## src/rtl/stream_pkg.sv

```systemverilog
// Shared types and constants for the stream_frame_tx sample source.
// LFSR constants are only consumed when STREAM_FRAME_TX_THROTTLE_EN is defined.
package stream_pkg;

    parameter int unsigned SAMPLE_W = 16;

    typedef enum logic [0:0] {LOAD, SEND} tx_state_t;

    typedef logic signed [SAMPLE_W-1:0] sample_t;

    // Fibonacci LFSR, taps 16,14,13,11 -> bits 15,13,12,10
    localparam logic [15:0] LFSR_SEED = 16'hACE1;
    localparam logic [15:0] LFSR_TAPS = 16'hB400;

    function automatic logic [15:0] lfsr_next(input logic [15:0] cur);
        return {cur[14:0], ^(cur & LFSR_TAPS)};
    endfunction

endpackage

```

## src/rtl/stream_frame_tx_buffer.sv

```systemverilog
// Frame storage: one write port, one registered read port, contents not reset.
module frame_buffer #(
    parameter int unsigned WIDTH = 16,
    parameter int unsigned DEPTH = 64,
    parameter int unsigned AW    = 6
) (
    input  logic             clk,
    input  logic             we,
    input  logic [AW-1:0]    waddr,
    input  logic [WIDTH-1:0] wdata,
    input  logic             re,
    input  logic [AW-1:0]    raddr,
    output logic [WIDTH-1:0] rdata
);

    logic [WIDTH-1:0] mem [DEPTH];

    always_ff @(posedge clk) begin
        if (we) begin
            mem[waddr] <= wdata;
        end
    end

    always_ff @(posedge clk) begin
        if (re) begin
            rdata <= mem[raddr];
        end
    end

endmodule

```

## src/rtl/stream_frame_tx.sv

```systemverilog
// Loads one LEN-sample frame, then replays it on a valid/ready master port.
// Define STREAM_FRAME_TX_THROTTLE_EN to add an LFSR-driven m_valid_x stall injector.
module stream_frame_tx
    import stream_pkg::*;
#(
    parameter int unsigned WIDTH  = 16,
    parameter int unsigned LEN    = 64,
    parameter int unsigned LOGLEN = 6
) (
    input  logic             clk,
    input  logic             reset,
    input  logic [WIDTH-1:0] s_data_in,
    input  logic             s_valid,
    output logic             s_ready,
    output logic [WIDTH-1:0] m_data_out_x,
    output logic             m_valid_x,
    input  logic             m_ready_x,
    output logic             busy,
    output logic             frame_done
);

    localparam logic [LOGLEN-1:0] LAST_IDX = LOGLEN'(LEN - 1);

    tx_state_t         state;
    logic [LOGLEN-1:0] wr_cnt;
    logic [LOGLEN-1:0] rd_cnt;
    logic [LOGLEN-1:0] tx_cnt;
    logic              rd_all;
    logic              s_ready_q;

    logic              ram_valid;
    logic [WIDTH-1:0]  ram_data;
    logic              skid_valid;
    logic [WIDTH-1:0]  skid_data;
    logic              out_valid;
    logic [WIDTH-1:0]  out_data;

    logic              load_hs_c;
    logic              pop_c;
    logic [1:0]        occ_c;
    logic              issue_c;
    logic              out_free_c;
    logic              stall_c;
    logic              fill_c;
    logic              ram_to_skid_c;

    assign s_ready      = s_ready_q && !reset;
    assign m_valid_x    = out_valid;
    assign m_data_out_x = out_data;

    assign load_hs_c = s_valid && s_ready;
    assign pop_c     = out_valid && m_ready_x;

    // Occupancy left after this cycle's drain; a new read lands next cycle,
    // so at most one slot of out+skid may be taken when issuing.
    assign occ_c   = 2'(out_valid) + 2'(skid_valid) + 2'(ram_valid) - 2'(pop_c);
    assign issue_c = (state == SEND) && !rd_all && (occ_c <= 2'd1);

    assign out_free_c = !out_valid || pop_c;

`ifdef STREAM_FRAME_TX_THROTTLE_EN
    logic [15:0] lfsr;

    always_ff @(posedge clk or posedge reset) begin
        if (reset) begin
            lfsr <= LFSR_SEED;
        end else begin
            lfsr <= lfsr_next(lfsr);
        end
    end

    // Never stall when skid and RAM output are both full: the RAM word has nowhere else to go.
    assign stall_c = !lfsr[0] && !(skid_valid && ram_valid);
`else
    assign stall_c = 1'b0;
`endif

    assign fill_c        = out_free_c && !stall_c && (skid_valid || ram_valid);
    assign ram_to_skid_c = ram_valid && !(fill_c && !skid_valid);

    frame_buffer #(
        .WIDTH (WIDTH),
        .DEPTH (LEN),
        .AW    (LOGLEN)
    ) u_buf (
        .clk   (clk),
        .we    (load_hs_c),
        .waddr (wr_cnt),
        .wdata (s_data_in),
        .re    (issue_c),
        .raddr (rd_cnt),
        .rdata (ram_data)
    );

    // Control FSM, counters and status outputs
    always_ff @(posedge clk or posedge reset) begin
        if (reset) begin
            state      <= LOAD;
            wr_cnt     <= '0;
            rd_cnt     <= '0;
            tx_cnt     <= '0;
            rd_all     <= 1'b0;
            s_ready_q  <= 1'b1;
            busy       <= 1'b0;
            frame_done <= 1'b0;
        end else begin
            frame_done <= 1'b0;
            case (state)
                LOAD: begin
                    if (load_hs_c) begin
                        if (wr_cnt == LAST_IDX) begin
                            wr_cnt    <= '0;
                            state     <= SEND;
                            s_ready_q <= 1'b0;
                            busy      <= 1'b1;
                        end else begin
                            wr_cnt <= wr_cnt + LOGLEN'(1);
                        end
                    end
                end
                SEND: begin
                    if (issue_c) begin
                        if (rd_cnt == LAST_IDX) begin
                            rd_cnt <= '0;
                            rd_all <= 1'b1;
                        end else begin
                            rd_cnt <= rd_cnt + LOGLEN'(1);
                        end
                    end
                    if (pop_c) begin
                        if (tx_cnt == LAST_IDX) begin
                            tx_cnt     <= '0;
                            rd_cnt     <= '0;
                            rd_all     <= 1'b0;
                            state      <= LOAD;
                            s_ready_q  <= 1'b1;
                            busy       <= 1'b0;
                            frame_done <= 1'b1;
                        end else begin
                            tx_cnt <= tx_cnt + LOGLEN'(1);
                        end
                    end
                end
                default: state <= LOAD;
            endcase
        end
    end

    // Read pipeline: RAM output -> skid -> output register, oldest first
    always_ff @(posedge clk or posedge reset) begin
        if (reset) begin
            ram_valid  <= 1'b0;
            skid_valid <= 1'b0;
            skid_data  <= '0;
            out_valid  <= 1'b0;
            out_data   <= '0;
        end else begin
            ram_valid <= issue_c;
            if (out_free_c) begin
                out_valid <= fill_c;
                if (fill_c) begin
                    out_data <= skid_valid ? skid_data : ram_data;
                end
            end
            skid_valid <= (skid_valid && !fill_c) || ram_to_skid_c;
            if (ram_to_skid_c) begin
                skid_data <= ram_data;
            end
        end
    end

endmodule

```

## config.mk

```make
export PLATFORM = sky130hd
export DESIGN_NAME = stream_frame_tx
export DESIGN_NICKNAME = d
export VERILOG_FILES = /design/src/rtl/stream_pkg.sv /design/src/rtl/stream_frame_tx_buffer.sv /design/src/rtl/stream_frame_tx.sv
export SDC_FILE = /design/constraint.sdc
export NUM_CORES = 1
export LEC_CHECK = 0
export ABC_AREA = 1
export CORE_MARGIN = 2
export CORE_UTILIZATION = 44
export DETAILED_ROUTE_END_ITERATION = 10
export HOLD_SLACK_MARGIN = 0.12
export SKIP_CTS_REPAIR_TIMING = 1
export SYNTH_ARGS = -nofsm -noshare
export SYNTH_HDL_FRONTEND = slang
export SYNTH_SLANG_ARGS = --single-unit
```

## constraint.sdc

```tcl
create_clock -name clk -period 3.8 [get_ports clk]
set_clock_uncertainty 0.2 [all_clocks]
set_input_delay 1.14 -clock clk [delete_from_list [all_inputs] [get_ports clk]]
set_output_delay 1.14 -clock clk [all_outputs]
set_load 0.005 [all_outputs]
```

==> results of run 1 <==
-- cell usage after synthesis (all sizes together) --
| cell type | n |
|---|---|
| a21oi | 40 |
| a31oi | 17 |
| and3 | 2 |
| buf | 143 |
| clkbuf | 76 |
| clkinv | 7 |
| dfrtp | 57 |
| dfstp | 1 |
| edfxtp | 1040 |
| ha | 5 |
| inv | 493 |
| mux2 | 16 |
| nand2 | 1349 |
| nand3 | 510 |
| nand3b | 2 |
| nand4 | 7 |
| nor2 | 398 |
| nor3 | 6 |
| nor4 | 1 |
| o21ai | 165 |
| o21bai | 1 |
| or2 | 7 |
| xor2 | 4 |
-- power by group through the flow --
stage / clock (W) / sequential (W) / combinational [W]
floorplan: 0 / 0.0140 / 0.00186
global route: 0.0112 / 0.0139 / 0.00381
CTS: 0.0108 / 0.0139 / 0.00349
finish: 0.0106 / 0.0139 / 0.00352
global placement: 0 / 0.0141 / 0.00347
detailed placement: 0 / 0.0141 / 0.00348
-- worst paths after layout --
check / startpoint / end / slack (ps)
worst max-delay path: reset / s_ready / 230
worst min-delay path: tx_cnt[3]$_DFFE_PP0P_ / tx_cnt[3]$_DFFE_PP0P_ / 300
worst max register to register: rd_cnt[0]$_DFFE_PP0P_ / u_buf.rdata[7]$_DFFE_PN_ / 880
worst min register to register: tx_cnt[3]$_DFFE_PP0P_ / tx_cnt[3]$_DFFE_PP0P_ / 300
max in group asynchronous: reset / s_ready_q$_DFFE_PP1P_ / 2010
min in group asynchronous: reset / rd_cnt[4]$_DFFE_PP0P_ / 700
-- per-stage QoR --
stage          cells  utilization  setup WS, ps
6_report        5926        0.502           233
3_5_place_dp    5721        0.469           206
5_1_grt         5926        0.502           198
4_1_cts         5926        0.502           229
3_3_place_gp    5721        0.469           155
2_1_floorplan   4347            -           568
-- metal layers --
layer,vias to the layer above,part of all wire,track usage
li1,14500,-,-
met1,14900,0.43,0.321
met2,1150,0.46,0.362
met3,174,0.084,0.0437
met4,6,0.024,0.0643
met5,-,0.00028,0
-- critical path, delay by kind of cell --
family        cells  cell delay (ps)
simple gates      1              140
buf+inv           2              940
-- cell type report --
class                           count  area [µm²]
Clock buffer                      139        2900
Clock inverter                     66         594
Fill cell                        9262       52200
Inverter                          500        1890
Multi-Input combinational cell   2530       10700
Sequential cell                  1098       32700
Tap cell                         1391        1740
Timing Repair Buffer              202        2150
-- cell families (layout without fill, tap and decap cells) --
family          after synthesis  in the layout  share of synthesized area
compound gates              223            223                     0.0247
simple gates               2282           2282                      0.200
buf+inv                     719            907                     0.0640
mux                          16             16                    0.00389
fa+ha+maj                     5              5                    0.00135
xor+xnor                      4              4                   0.000756
flops                      1098           1098                      0.705
-- sequential cells by signal, summed over array words and instances, names as in the netlist --
register	flops
busy	1
frame_done	1
m_data_out_x	16
m_valid_x	1
ram_valid	1
rd_all	1
rd_cnt	6
s_ready_q	1
skid_data	16
skid_valid	1
state	1
tx_cnt	6
u_buf.mem	1024
u_buf.rdata	16
wr_cnt	6
==> metrics.cfg, run 1 <==
[worst_setup_path]
worstSetupPathType=primary input to output port
crit_path_top_delay_cell=clkdlybuf4s50_1
critPathArrivalTime_ps=2230
slowest_delay_ps=510
cp_max_fo=2
end_kind=output port
r2r_cells=11
path_cells=clkdlybuf4s50_1, nor2_1, clkdlybuf4s50_1
crit_path_frequent_cell=clkdlybuf4s50_1
start_kind=primary input
cp_data_required_time_ps=2460

[synthesis]
yosysTopAreaCell=edfxtp_1
yosysWarnings=0
synth.top_cell.area_share=0.674
synth_seq_cells=1098
synth_cell_type_count=30
synthCells=4347
netlist_area_um2=46300
syn-num-nets=4372
yosysSeqAreaShare=0.705
syn_avg_cell_area_um2=10.7
synth_area_leaders=edfxtp_1 67%, nand2_1 11%, nand3_1 5.5%

[detailed_routing]
wl_um=123000
drcViolationCount=0
post_drt_via_cell_ratio=5.18
wire_per_inst_um=20.8
ant_nets=0
drtIter0Drc=3150
drtPass1Iterations=6
num_vias=30700

[clock_tree]
cts_sinks=1098
clock_path_buffers=3
tritoncts=yes
cts_made_buffers=111
path_clk_slew_ps=60
clockRootBuffer=clkbuf_16
clkLatencyLatePin_ps=700
htreeDepth=3

[die]
start_util=0.442
row_count=119
die_w_um=329
core_region_area_um2=105000
dieArea_um2=108000
die_h_um=329
pin_count=40

[power_and_ir_drop]
p_leak_nw=21.0
p_clk_frac=0.379
combPwrFrac=0.126
switching_share=0.261
p_sw_w=0.00732
power_w=0.0280
vdd_drop_max_mv=0.370
seqPwrFrac=0.495
p_int_w=0.0207
powerDensity_nw_per_um2=532

[placement]
gp_congestion=0.907
place_hpwl_um=73300
placed_cell_area_um2=49200
numPortBuffers=39

[cells_and_area]
synthToLayoutAreaGrowth_pct=13.7
fin_area_um2=52700
layout_commonest_cell=nand2_1
fin_nets=4468
drive_gt1_frac=0.0803
mostFrequentLayoutCells=1349 x nand2_1, 1040 x edfxtp_1, 510 x nand3_1
diodes=0

[sta]
setup_tns_ps=0
post-route-period-util=0.939
rsz0062_at_grt=no
holdWs_ps=300
drv_slew=0
setup_viol=0
relSlewSlack=0.419
post-route-min-period_ps=3570
final_hold_viol_count=0
tightest_slew_ps=871
max_freq_mhz=280

[outcome]
status=finished clean

[grt]
antenna_found_initial=3
grt_max_degree=176
grt-ovfl-total=0
grt_usage=0.228
grt_pass1_vias=29200
grt_pass1_wl_um=183000

[run]
drv_cap=0

[min_path]
whs_path_depth=1
hp-class=register to register

(Power assumes the default switching activity.)
==> run 2, diff against run 1 <==
==> constraint.sdc (replaced) <==
create_clock -name clk -period 3.1 [get_ports clk]
set_clock_uncertainty 0.2 [all_clocks]
set_input_delay 0.93 -clock clk [delete_from_list [all_inputs] [get_ports clk]]
set_output_delay 0.93 -clock clk [all_outputs]
set_load 0.005 [all_outputs]
==> metrics.cfg, run 2 (same netlist as run 1, synthesis figures left out) <==
[placement]
placed_cell_area_um2=50000  ; was 49200 µm²
gp_congestion=0.933  ; was 0.907
numPortBuffers=39  ; unchanged
place_inst=5767  ; was 5721
place_hpwl_um=76200  ; was 73300 µm

[sta]
rsz0062_at_grt=no  ; unchanged
tightest_slew_ps=722  ; was 871 ps
drv_slew=0  ; unchanged
post-route-min-period_ps=2790
relSlewSlack=0.519  ; was 0.419
max_freq_mhz=358
setup_viol=0  ; unchanged
final_hold_viol_count=0  ; unchanged
post-route-period-util=0.900

[clock_tree]
cts_sinks=1098  ; unchanged
cts_made_buffers=111  ; unchanged
clock_path_buffers=3  ; unchanged
tritoncts=yes  ; unchanged
path_clk_slew_ps=60  ; about the same
clockRootBuffer=clkbuf_16  ; unchanged
htreeDepth=3  ; unchanged
clkLatencyLatePin_ps=700  ; about the same

[detailed_routing]
wire_per_inst_um=20.8  ; about the same
wl_um=125000  ; was 123000 µm
drcViolationCount=0  ; unchanged
num_vias=30800  ; was 30700
ant_nets=0  ; unchanged
drtPass1Iterations=5  ; was 6
drtIter0Drc=3484  ; was 3150
post_drt_via_cell_ratio=5.16  ; was 5.18

[die]
die_h_um=329  ; unchanged
dieArea_um2=108000  ; unchanged
start_util=0.442  ; unchanged
row_count=119  ; unchanged
core_region_area_um2=105000  ; unchanged
die_w_um=329  ; unchanged
pin_count=40  ; unchanged

[outcome]
status=finished clean  ; unchanged

[cells_and_area]
fin_area_um2=53500  ; was 52700 µm²
fin_nets=4514  ; was 4468
layout_commonest_cell=nand2_1  ; unchanged
regMostFlops=u_buf.mem  ; unchanged
mostFrequentLayoutCells=1349 x nand2_1, 1040 x edfxtp_1, 510 x nand3_1  ; unchanged
synthToLayoutAreaGrowth_pct=15.4  ; was 13.7%
largest_reg_flops=1024  ; unchanged
drive_gt1_frac=0.0912  ; was 0.0803
final_cells=5976  ; was 5926

[grt]
grt_pass1_vias=29500  ; was 29200
grt_usage=0.231  ; was 0.228
grt_pass1_wl_um=185000  ; was 183000 µm
grt-ovfl-total=0  ; unchanged
antenna_found_initial=3  ; unchanged
grt_max_degree=110  ; was 176

[power_and_ir_drop]
powerDensity_nw_per_um2=641  ; was 532 nW/µm²
power_w=0.0343  ; was 0.0280 W
vdd_drop_max_mv=0.487  ; was 0.370 mV
p_leak_nw=21.4  ; was 21.0 nW

[worst_setup_path]
critPathArrivalTime_ps=3140  ; was 2230 ps
rrSetupSlack_ps=310  ; was 880 ps
cp_data_required_time_ps=3450  ; was 2460 ps
start_kind=register  ; was primary input
worstSetupPathType=register to register  ; was primary input to output port
cp_max_fo=80  ; was 2
end_kind=register  ; was output port

[run]
drv_cap=0  ; unchanged

[min_path]
hp-class=register to register  ; unchanged

-- run 2: changes by cell type in the layout (fill, tap and decap cells not counted), moves of 2 or more --
cell / delta
diode_2: +2
buf_4: +11
clkinv_1: -6
clkinv_2: +8
clkbuf_8: +2
bufinv_16: -2
buf_12: +35
-- run 2: path summary, 6_finish.rpt --
kind,to,cells past startpoint,from
worst max-delay path,u_buf.rdata[2]$_DFFE_PN_,10,rd_cnt[0]$_DFFE_PP0P_
max in group asynchronous,skid_data[12]$_DFFE_PP0P_,4,reset
worst min-delay path,busy$_DFFE_PP0P_,2,busy$_DFFE_PP0P_
min in group asynchronous,skid_valid$_DFF_PP0_,3,reset
worst min register to register,busy$_DFFE_PP0P_,2,busy$_DFFE_PP0P_
worst max register to register,u_buf.rdata[2]$_DFFE_PN_,10,rd_cnt[0]$_DFFE_PP0P_
-- run 2: layer usage --
metal	wire length (µm)	global-route usage
met1	52800	0.318
met2	59700	0.379
met3	8850	0.0355
met4	3280	0.0713
met5	0	0
-- run 2: layout make-up --
| class | count | area, µm² |
|---|---|---|
| fillers | 9227 | 51400 |
| flip-flops and latches | 1098 | 32700 |
| multi-input cells | 2530 | 10700 |
| repair buffers | 248 | 2930 |
| clock buffers | 141 | 2930 |
| inverters | 500 | 1890 |
| well taps | 1391 | 1740 |
| clock inverters | 66 | 558 |
| diodes | 2 | 5.00 |
-- run 2: critical path, cell delays in order (launching register included) --
cell and delay (ps):
dfrtp_4 570, inv_8 310, buf_12 360, nand2_1 90
nand3_1 90, nand2_1 50, a21oi_1 360, nor2_1 100
nand2_1 160, nand3_1 150, nand2_1 160
-- run 2: power breakdown --
group / switching [W] / internal (W) / leakage [nW]
sequential: 0.000286 / 0.0167 / 10.0
combinational: 0.00304 / 0.00134 / 9.62
clock: 0.00563 / 0.00727 / 1.70
-- run 2: metrics by stage --
stage | setup WS [ps] | setup TNS (ps) | util | hold WS [ps]
final | 310 | 0 | 0.510 | 300
after global routing | 231 | 0 | 0.510 | 330
after CTS | -33.3 | -33.3 | 0.510 | 299
after detailed placement | -228 | -71910 | 0.477 | 279
after global placement | -290 | -51760 | 0.477 | 285
after floorplan | 77.5 | 0 | - | 256
